<file path="src/rtl/imm_pkg.sv">
// Shared immediate-generator encodings, opcodes and format resolution.
// Imported by the extractor and the pipelined wrapper.
package imm_pkg;

  typedef enum logic [2:0] {
    FMT_R    = 3'd0,
    FMT_I    = 3'd1,
    FMT_S    = 3'd2,
    FMT_B    = 3'd3,
    FMT_J    = 3'd4,
    FMT_U    = 3'd5,
    FMT_RSV  = 3'd6,
    FMT_AUTO = 3'd7
  } fmt_e;

  typedef enum logic [1:0] {
    ST_EMPTY,
    ST_FULL,
    ST_SKID
  } state_e;

  typedef struct packed {
    fmt_e fmt;
    logic illegal;
  } dec_t;

  localparam logic [6:0] OP_IMM    = 7'b0010011;
  localparam logic [6:0] OP_LOAD   = 7'b0000011;
  localparam logic [6:0] OP_JALR   = 7'b1100111;
  localparam logic [6:0] OP_SYSTEM = 7'b1110011;
  localparam logic [6:0] OP_STORE  = 7'b0100011;
  localparam logic [6:0] OP_BRANCH = 7'b1100011;
  localparam logic [6:0] OP_JAL    = 7'b1101111;
  localparam logic [6:0] OP_LUI    = 7'b0110111;
  localparam logic [6:0] OP_AUIPC  = 7'b0010111;
  localparam logic [6:0] OP_REG    = 7'b0110011;

  function automatic dec_t fmt_from_op(
    input logic [6:0] op
  );
    dec_t d;
    d.fmt     = FMT_R;
    d.illegal = 1'b0;
    case (op)
      OP_IMM, OP_LOAD,
      OP_JALR, OP_SYSTEM: d.fmt = FMT_I;
      OP_STORE:           d.fmt = FMT_S;
      OP_BRANCH:          d.fmt = FMT_B;
      OP_JAL:             d.fmt = FMT_J;
      OP_LUI, OP_AUIPC:   d.fmt = FMT_U;
      OP_REG:             d.fmt = FMT_R;
      default:            d.illegal = 1'b1;
    endcase
    return d;
  endfunction

endpackage

</file>
<file path="src/rtl/imm_gen_pipe_extract.sv">
// Combinational immediate extraction: instruction + format -> XLEN imm.
// Shared with the compressed-instruction expander.
module imm_extract
  import imm_pkg::*;
#(
  parameter int XLEN = 32
) (
  input  logic [31:0]     inst_i,
  input  fmt_e            fmt_i,
  output logic [XLEN-1:0] imm_o
);

  logic [31:0] imm32;
  logic        s;

  assign s = inst_i[31];

  always_comb begin
    imm32 = '0;
    case (fmt_i)
      FMT_I: imm32 = {{20{s}}, inst_i[31:20]};
      FMT_S: imm32 = {{20{s}}, inst_i[31:25],
                      inst_i[11:7]};
      FMT_B: imm32 = {{19{s}}, s, inst_i[7],
                      inst_i[30:25],
                      inst_i[11:8], 1'b0};
      FMT_J: imm32 = {{11{s}}, s,
                      inst_i[19:12],
                      inst_i[20],
                      inst_i[30:21], 1'b0};
      FMT_U: imm32 = {inst_i[31:12], 12'h000};
      default: imm32 = '0;
    endcase
  end

  assign imm_o = XLEN'($signed(imm32));

endmodule

</file>
<file path="src/rtl/imm_gen_pipe.sv">
// Pipelined immediate generator with format auto-decode and a
// two-entry main/skid output store on a valid/ready handshake.
module imm_gen_pipe
  import imm_pkg::*;
#(
  parameter int XLEN  = 32,
  parameter int TAG_W = 4
) (
  input  logic             clk,
  input  logic             rst_n,
  input  logic             in_valid,
  output logic             in_ready,
  input  logic [31:0]      inst,
  input  logic [2:0]       immsel,
  input  logic [TAG_W-1:0] in_tag,
  output logic             out_valid,
  input  logic             out_ready,
  output logic [XLEN-1:0]  imm,
  output logic [2:0]       fmt,
  output logic             illegal,
  output logic [TAG_W-1:0] out_tag
);

  typedef struct packed {
    logic [XLEN-1:0]  imm;
    fmt_e             fmt;
    logic             illegal;
    logic [TAG_W-1:0] tag;
  } ent_t;

  dec_t            dec;
  logic [XLEN-1:0] new_imm;
  ent_t            new_ent;

  state_e state_q;
  ent_t   main_q;
  ent_t   skid_q;
  logic   in_ready_q;
  logic   out_valid_q;

  logic xfer_in;
  logic xfer_out;

  always_comb begin
    dec.fmt     = FMT_R;
    dec.illegal = 1'b0;
    unique case (1'b1)
      immsel == FMT_AUTO: dec = fmt_from_op(inst[6:0]);
      immsel == FMT_RSV:  dec.illegal = 1'b1;
      default:            dec.fmt = fmt_e'(immsel);
    endcase
  end

  imm_extract #(
    .XLEN(XLEN)
  ) u_ext (
    .inst_i(inst),
    .fmt_i (dec.fmt),
    .imm_o (new_imm)
  );

  assign new_ent = '{
    imm:     new_imm,
    fmt:     dec.fmt,
    illegal: dec.illegal,
    tag:     in_tag
  };

  assign xfer_in  = in_valid & in_ready_q;
  assign xfer_out = out_valid_q & out_ready;

  // in_ready is a flop, so out_ready never reaches it combinationally
  always_ff @(posedge clk or negedge rst_n) begin
    if (!rst_n) begin
      state_q     <= ST_EMPTY;
      main_q      <= '0;
      skid_q      <= '0;
      in_ready_q  <= 1'b1;
      out_valid_q <= 1'b0;
    end else begin
      unique case (state_q)
        ST_EMPTY: begin
          if (xfer_in) begin
            main_q      <= new_ent;
            out_valid_q <= 1'b1;
            state_q     <= ST_FULL;
          end
        end
        ST_FULL: begin
          if (xfer_in && xfer_out) begin
            main_q <= new_ent;
          end else if (xfer_in) begin
            skid_q     <= new_ent;
            in_ready_q <= 1'b0;
            state_q    <= ST_SKID;
          end else if (xfer_out) begin
            out_valid_q <= 1'b0;
            state_q     <= ST_EMPTY;
          end
        end
        ST_SKID: begin
          if (xfer_out) begin
            main_q     <= skid_q;
            skid_q     <= '0;
            in_ready_q <= 1'b1;
            state_q    <= ST_FULL;
          end
        end
        default: state_q <= ST_EMPTY;
      endcase
    end
  end

  assign in_ready  = in_ready_q;
  assign out_valid = out_valid_q;
  assign imm       = main_q.imm;
  assign fmt       = main_q.fmt;
  assign illegal   = main_q.illegal;
  assign out_tag   = main_q.tag;

endmodule

</file>
<file path="config.mk">
export PLATFORM = sky130hd
export DESIGN_NAME = imm_gen_pipe
export DESIGN_NICKNAME = d
export VERILOG_FILES = /design/src/rtl/imm_pkg.sv /design/src/rtl/imm_gen_pipe_extract.sv /design/src/rtl/imm_gen_pipe.sv
export SDC_FILE = /design/constraint.sdc
export NUM_CORES = 1
export LEC_CHECK = 0
export CAP_MARGIN = 10
export CORE_ASPECT_RATIO = 1.75
export CORE_MARGIN = 3
export CORE_UTILIZATION = 47
export DETAILED_ROUTE_END_ITERATION = 10
export DONT_BUFFER_PORTS = 1
export SYNTH_ARGS = -nofsm -noshare
export SYNTH_HDL_FRONTEND = slang
export SYNTH_HIERARCHICAL = 1
export SYNTH_SLANG_ARGS = --single-unit
</file>
<file path="constraint.sdc">
create_clock -name clk -period 2.1 [get_ports clk]
set_clock_uncertainty 0.15 [all_clocks]
set_input_delay 0.525 -clock clk [delete_from_list [all_inputs] [get_ports clk]]
set_output_delay 0.525 -clock clk [all_outputs]
set_load 0.005 [all_outputs]
</file>
== Yosys cells after proc, flatten, opt, wreduce, memory -nomap -nowiden ==
Index checks and enable logic that the tools add are counted.

* Flip-flop bits (word level): 84
* Input bits: 43
* Output and inout port bits: 42
* Logic and storage cells: 79

* Equal/unequal tests: 27
* Mux-type cells: 27
* Bitwise logic cells: 2
* Reduce and logical (&&, ||, !) cells: 12

{| class="wikitable"
|+ Operator list
! cell !! number
|-
| $mux 40 || 5
|-
| $pmux 32 s5 || 1
|-
| $pmux 40 s3 || 1
|-
| $pmux 40 s2 || 1
|-
| $eq 7x7->1 const B || 4
|-
| $eq 7x6->1 const B || 3
|-
| $pmux 3 s5 || 1
|-
| $eq 7x5->1 const B || 2
|-
| $ne 2x2->1 const B || 7
|-
| $eq 3x3->1 const B || 4
|-
| $reduce_and 4->1 || 3
|-
| $mux 2 || 5
|-
| $reduce_or 10->1 || 1
|-
| $mux 1 || 8
|-
| $eq 7x2->1 const B || 1
|-
| $eq 3x2->1 const B || 2
|-
| $pmux 1 s2 || 3
|-
| $pmux 2 s3 || 1
|-
| $pmux 3 s2 || 1
|-
| $reduce_and 5->1 || 1
|-
| $reduce_bool 2->1 || 2
|-
| $reduce_or 4->1 || 1
|-
| $eq 3x1->1 const B || 1
|-
| $ne 3x3->1 const B || 1
|-
| 7 further kinds || 8
|}

== Logic depth before layout (Yosys ltp) ==
Gate-level depths: netlist (run 1).

* Depth after elaboration: 9
* Gate-level depth with buffers: 11
* Mapped depth without buffers: 9

== Modules after synthesis ==
The synthesis (run 1) kept the hierarchy.

{| class="wikitable"
|+ By module, submodules not included
! module !! instances !! cells each !! area an instance (µm²) !! seq. area each (µm²)
|-
| imm_gen_pipe || 1 || 395 || 3691.0 || 2103.3
|-
| imm_extract || 1 || 64 || 442.9 || 0.0
|}

== Worst setup path after synthesis (run 1) ==
No wires, ideal clock.

* Kind: input -> register
* Start point: in inst[4]
* End point: reg main_q, in the netlist imm[20]
* Setup time: 118 ps
* Arrival: 2257 ps
* Data required time: 1832 ps
* Path slack: -425 ps
* Stages: 11
* Path buffers: 2
* Path through: nand3b_1 > a211o_1 > a21boi_0 > buf_2 > nor3b_1 > o21a_1 > buf_6 > a311o_1 > nand2_1 > a21oi_1 > a21o_1

{| class="wikitable"
|+ RTL lines
! item !! RTL line !! RTL
|-
| start: declaration || imm_gen_pipe.sv:13 || <nowiki>input logic [31:0] inst,</nowiki>
|-
| end signal: assignment || imm_gen_pipe.sv:84 || <nowiki>main_q <= new_ent;</nowiki>
|-
| end signal: assignment || imm_gen_pipe.sv:91 || <nowiki>main_q <= new_ent;</nowiki>
|-
| end signal: assignment || imm_gen_pipe.sv:103 || <nowiki>main_q <= skid_q;</nowiki>
|-
| end: declaration || imm_gen_pipe.sv:36 || <nowiki>ent_t main_q;</nowiki>
|}

==> results of run 1 <==
final timing paths:
kind,startpoint,to,cells after the start
worst max-delay path,inst[6],imm[26],10
worst min-delay path,rst_n,out_tag[2],0
worst max register to register,state_q[1],fmt[1],5
worst min register to register,skid_q[2],skid_q[2],2
max in group asynchronous,rst_n,in_ready,0
min in group clk,in_tag[2],skid_q[2],2
per-stage QoR:
step | setup TNS (ps) | hold WS, ps | power (mW) | std cells | setup WS (ps)
floorplan | -7770 | 79.4 | 1.80 | 459 | -277
global placement | -23780 | 82.3 | 1.86 | 570 | -509
detailed placement | -24760 | 81.8 | 1.86 | 570 | -537
CTS | -85.9 | -287 | 3.72 | 592 | -50.7
global route | -2290 | -290 | 3.84 | 597 | -129
finish | -240 | -273 | 3.71 | 597 | -68.3
layout make-up:
type	count	area share
sequential	84	0.421
multi-input combinational	340	0.405
timing repair buffer	38	0.0726
clock buffer	9	0.0451
tap	115	0.0288
clock inverter	7	0.0245
inverter	4	0.00301
state kept, by name, indices dropped and copies added, names as in the netlist:
register and count:
out_tag 4, fmt 3, out_valid 1, state_q 2, skid_q 40, in_ready 1
imm 32, illegal 1
worst max-delay path, stage by stage:
cell	delay, ps
nand2b_4	130
a211o_1	330
a21boi_2	190
buf_6	140
nor3b_2	50
o21a_2	260
a311o_1	330
nand2_1	90
a21oi_2	60
a21o_1	150
power by group through the flow:
stage	clock [mW]	combinational, mW	sequential (mW)
final	1.83	0.265	1.62
after detailed placement	0	0.210	1.65
after CTS	1.87	0.232	1.62
after floorplan	0	0.152	1.65
after global routing	1.94	0.292	1.62
after global placement	0	0.207	1.65
layer usage:
layer,wire length (um),vias up,part of all wire
met5,0,-,0
met4,198,0,0.019
met3,552,13,0.054
met2,5270,78,0.51
met1,4270,1601,0.41
li1,-,1623,-
placed cells by master (no fill, tap or decap), types with 2 or more instances in the layout:
cell / instances
buf_12: 5
nor2b_4: 2
a311o_1: 12
dfrtp_1: 83
clkbuf_16: 9
a21oi_2: 6
inv_1: 4
and4b_1: 3
bufinv_16: 3
a2bb2oi_1: 2
o21ai_1: 7
mux2_2: 3
o21a_2: 2
nand3_1: 5
a21o_1: 46
nor2_1: 9
a21oi_1: 39
nand2_1: 126
o21ai_0: 35
clkinvlp_4: 2
nand3b_1: 4
buf_4: 29
inv_6: 2
nand2b_1: 2
and2_1: 7
buf_6: 4
and3b_1: 2
timing repair:
action,in CTS,in global routing
pin swaps,4,6
setup endpoints to repair,44,49
gates cloned,1,2
hold endpoints to repair,84,84
buffers inserted,5,3
gates resized for setup,11,20
kinds of logic after synthesis:
family | Yosys count
AO/OA/AOI/OAI | 160
XOR/XNOR | 3
buffers and inverters | 37
flip-flops | 84
multiplexers | 5
AND/OR/NAND/NOR | 170
==> summary.txt, run 1 <==
Status
  • Status: finished, violations left
  • Failing checks: hold timing, setup timing

Synthesis
  • Synth Area in XOR/XNOR: 0.00636
  • Asr flop ratio synth: 1.00
  • Synth top area share: 0.502
  • Commonest cells in the netlist: 126 x nand2_1, 83 x dfrtp_1, 46 x a21o_1, 46 x a21oi_1, 43 x o21ai_0
  • Most common cell in the netlist: nand2_1
  • Register area share after synthesis: 0.509
  • Synth unique cells: 39
  • Number of flops mapped to enable cells by yosys: 0
  • Mapped cell area: 4130 sq um
  • Syn Inst Count: 459
  • Yosys reg bits: 84
  • Adder-cell share of the synthesized area: 0
  • Post-synthesis net count: 502
  • Avg Synthesized Cell Area: 9.01 sq um
  • Simple-gate share of the synthesized area: 0.183
  • Mux contribution to synthesized area: 0.0130
  • Largest family of logic cells by synthesized area: compound AO/OA/AOI/OAI gates
  • Syn. warnings: 6
  • Leading area contributor after synthesis: dfrtp_1
  • Top cells by area, synth: dfrtp_1 50%, nand2_1 11%, a21o_1 8.4%
  • Compound-Gate Fraction of Synth Area: 0.249
  • Post-synth top flop: dfrtp_1

Critical path
  • CP endpoint kind: flop
  • CP required: 2180 ps
  • Worst path arrival time: 2250 ps
  • R2R setup slack: 150 ps
  • Startpoint Class: input port
  • Worst Path Max Fanout: 6
  • Kind of critical path: in -> reg

Global route
  • GRT Util Overall: 0.206
  • M2 GR Usage: 0.346
  • Vias in the first global route: 3,224
  • GR Util met1: 0.247
  • First-pass GRT wire length: 16.2 mm
  • Met3 Use GR: 0.0552
  • Largest net degree at the start of global routing: 85
  • Antenna violations before repair: 0
  • Top Usage Layer GRT: met2
  • Overflow after GRT: 0

Timing
  • Worst slew pin tran: 390 ps
  • Final hold violation count: 84
  • Final worst-path cycle share: 1.03
  • Final min period: 2170 ps
  • Setup ws final: -68.3 ps
  • Final slew viol count: 0
  • Max_slew headroom: 0.740
  • Finish-stage setup viols: 6
  • RSZ-0062 raised after global routing: yes
  • Peak Freq: 461 MHz
  • Final hold slack: -273 ps

Detailed routing
  • Total number of vias: 3,315
  • Drt pass-1 iters: 4
  • DRC Markers: 0
  • Drt initial violations: 133
  • Via/cell ratio: 5.55
  • Drt wl/cell: 17.2 um
  • DRT antenna net count: 0
  • Post-Route WL: 10.3 mm

Cells and area
  • N_diodes: 0
  • Fill cells: 742
  • Final #Nets: 520
  • Multi-input logic area: 2020 sq um
  • Area grow syn2layout: 20.8%
  • Reg area: 2100 sq um
  • Core Util, Final: 0.593
  • Final instance area: 4990 sq um
  • Layout cells sized above 1: 0.176

Placement
  • RD Place Congestion: 0.898
  • Placed cell areas: 4440 sq um
  • Port Buffers: 0
  • Hpwl dp: 6.82 mm

Hold path
  • Worst hold path class: in -> async

Pwr
  • Peak VDD IR: 0.502 mV
  • Internal Dissipation: 2.92 mW
  • Seq pwr share: 0.436
  • Clock power frac: 0.493
  • Comb pwr share: 0.071
  • Sw Pwr: 0.791 mW
  • Lkg Pwr: 2.58 nW
  • Power density over cell area: 744 nW/um^2
  • Sw Share: 0.213

Flow run
  • Max Cap Viol: 0

Die
  • Die height: 130 um
  • Initial Util: 0.491
  • # rows: 44
  • Core box area: 8420 sq um
  • Die Span X: 76.9 um
  • DIE AREA: 10,000 sq um
  • Num ports: 85

Clocking
  • Clock Sinks: 84
  • Clock Latency Late Sink: 340 ps
  • Htree depth: 3
  • Clock root buffer: clkbuf_16
  • CTS tree: yes
  • TritonCTS buffer count: 9
  • Clock Path Buffers: 2
  • Reg clk slew, reported paths: 60 ps
No activity file was read; power rests on OpenSTA's default activity.
==> inputs of run 2 (changes only) <==
--- a/config.mk
+++ b/config.mk
@@ -6,7 +6,7 @@
 export NUM_CORES = 1
 export LEC_CHECK = 0
 export CAP_MARGIN = 10
-export CORE_ASPECT_RATIO = 1.75
+export CORE_ASPECT_RATIO = 0.5
 export CORE_MARGIN = 3
 export CORE_UTILIZATION = 47
 export DETAILED_ROUTE_END_ITERATION = 10
==> constraint.sdc (replaced) <==
create_clock -name clk -period 2.5 [get_ports clk]
set_clock_uncertainty 0.15 [all_clocks]
set_input_delay 0.625 -clock clk [delete_from_list [all_inputs] [get_ports clk]]
set_output_delay 0.625 -clock clk [all_outputs]
set_load 0.005 [all_outputs]
==> summary.txt, run 2 (synthesized netlist as in run 1, its figures left out) <==
Status
  • Status: finished, violations left
  • Failing checks: hold timing

Detailed routing
  • Drt pass-1 iters: 4
  • Via/cell ratio: 5.72
  • Drt initial violations: 173
  • Drt wl/cell: 17.5 um
  • DRC Markers: 0
  • Post-Route WL: 10.1 mm
  • Total number of vias: 3,291
  • DRT antenna net count: 0

Timing
  • Final min period: 2350 ps
  • Setup_tns: 0 ps
  • Worst slew pin tran: 540 ps
  • Finish-stage setup viols: 0
  • Final hold violation count: 83
  • Final worst-path cycle share: 0.941
  • Max_slew headroom: 0.640
  • RSZ-0062 raised after global routing: no
  • Final hold slack: -164 ps
  • Final slew viol count: 0
  • Peak Freq: 425 MHz

Pwr
  • Lkg Pwr: 2.43 nW
  • Power density over cell area: 595 nW/um^2
  • Sw Pwr: 0.604 mW
  • Clock power frac: 0.446
  • Internal Dissipation: 2.17 mW
  • Peak VDD IR: 0.344 mV
  • Seq pwr share: 0.491
  • Sw Share: 0.218
  • Comb pwr share: 0.063

Cells and area
  • Area grow syn2layout: 12.5%
  • N_diodes: 0
  • Commonest cells after routing, fill and taps aside: 126 x nand2_1, 83 x dfrtp_1, 46 x a21o_1, 43 x o21ai_0, 43 x a21oi_1
  • Commonest non-fill, non-tap cell in the layout: nand2_1
  • Final #Nets: 501
  • Core Util, Final: 0.563
  • Top reg by flops: skid_q
  • Final instance area: 4650 sq um
  • Layout cells sized above 1: 0.104
  • Max reg flops: 40

Flow run
  • Max Cap Viol: 0

Clocking
  • Htree depth: 3
  • Number of setup buffers added after CTS: 0
  • Clock root buffer: clkbuf_16
  • Clock Path Buffers: 2
  • Clock Sinks: 84
  • Clock Latency Late Sink: 330 ps
  • Reg clk slew, reported paths: 60 ps
  • TritonCTS buffer count: 9
  • CTS tree: yes

Die
  • DIE AREA: 10,000 sq um
  • Core box area: 8260 sq um
  • Num ports: 85
  • Die Span X: 139 um
  • Initial Util: 0.501
  • # rows: 23
  • Die height: 72.3 um

Global route
  • Antenna violations before repair: 0
  • GRT Util Overall: 0.204
  • Largest net degree at the start of global routing: 85
  • Overflow after GRT: 0
  • First-pass GRT wire length: 16.0 mm
  • Vias in the first global route: 3,144

Critical path
  • Worst R2R Start: state_q[0]
  • Worst path arrival time: 2470 ps
  • Worst Path Max Fanout: 8
  • Worst r2r dst: fmt[2]
  • CP endpoint kind: flop
  • Kind of critical path: in -> reg
  • Startpoint Class: input port
  • R2R cell count: 5
  • R2R setup slack: 450 ps
  • CP required: 2620 ps

Placement
  • Port Buffers: 0
  • Hpwl dp: 7.06 mm
  • RD Place Congestion: 0.821
  • Placed cell areas: 4360 sq um

Hold path
  • Worst hold path class: in -> async
## run 2: cell count changes in the layout (fill, tap and decap cells not counted), sizes merged
cell	delta
clkinvlp	-1
buf	-17
and3b	-1
clkinv	+2
clkbuf	+4
bufinv	-3
o21a	-1
inv	-2
## run 2: worst max path at each step
stage | cells after the start | slack, ps | start | end
after floorplan | 11 | -20 | inst[4] | imm[20]
after global placement | 12 | -140 | inst[4] | imm[19]
after detailed placement | 12 | -170 | inst[4] | imm[19]
after CTS | 12 | 170 | inst[4] | imm[19]
after global routing | 12 | 10 | inst[4] | imm[19]
final | 12 | 150 | inst[4] | imm[19]
## run 2: per-stage QoR
stage / cells / setup slack, ps / total power [mW]
floorplan: 459 / -17.8 / 1.51
global placement: 559 / -144 / 1.55
detailed placement: 559 / -171 / 1.55
CTS: 575 / 174 / 2.80
global route: 575 / 11.5 / 2.89
finish: 575 / 148 / 2.77
## run 2: what timing repair did
action	4_1_cts	5_1_grt
setup endpoints to repair	0	2
gates resized for setup	0	2
endpoints found under the hold margin	84	83
## run 2: metal layers
metal | GRT usage | share of wire | vias to the layer above | wire, um
met5 | 0 | 0 | - | 0
met4 | 0.0466 | 0.0058 | 0 | 58
met3 | 0.0810 | 0.079 | 7 | 793
met2 | 0.325 | 0.45 | 90 | 4530
met1 | 0.269 | 0.47 | 1614 | 4680
li1 | - | - | 1580 | -
## run 2: critical path, cell delays in order
cell      delay [ps]
nand3b_1         160
a211o_1          280
a21boi_1         130
buf_4            160
buf_12           110
nor2_1            70
nor3b_2          280
buf_4            210
a21o_1            90
nand2_1           70
a21oi_2          160
a21o_1           100
## run 2: final cells by class
type | count | area (sq um)
flip-flops and latches | 84 | 2100
repair buffers | 21 | 208
clock inverters | 3 | 21.3
multi-input cells | 338 | 1900
clock buffers | 13 | 260
well taps | 112 | 140
fillers | 741 | 3610
inverters | 4 | 15.0
## run 2: power groups by stage
stage | sequential (mW) | clock, mW | combinational, mW
6_report | 1.36 | 1.24 | 0.174
5_1_grt | 1.36 | 1.34 | 0.192
4_1_cts | 1.36 | 1.27 | 0.171
3_5_place_dp | 1.38 | 0 | 0.170
3_3_place_gp | 1.38 | 0 | 0.166
2_1_floorplan | 1.38 | 0 | 0.126
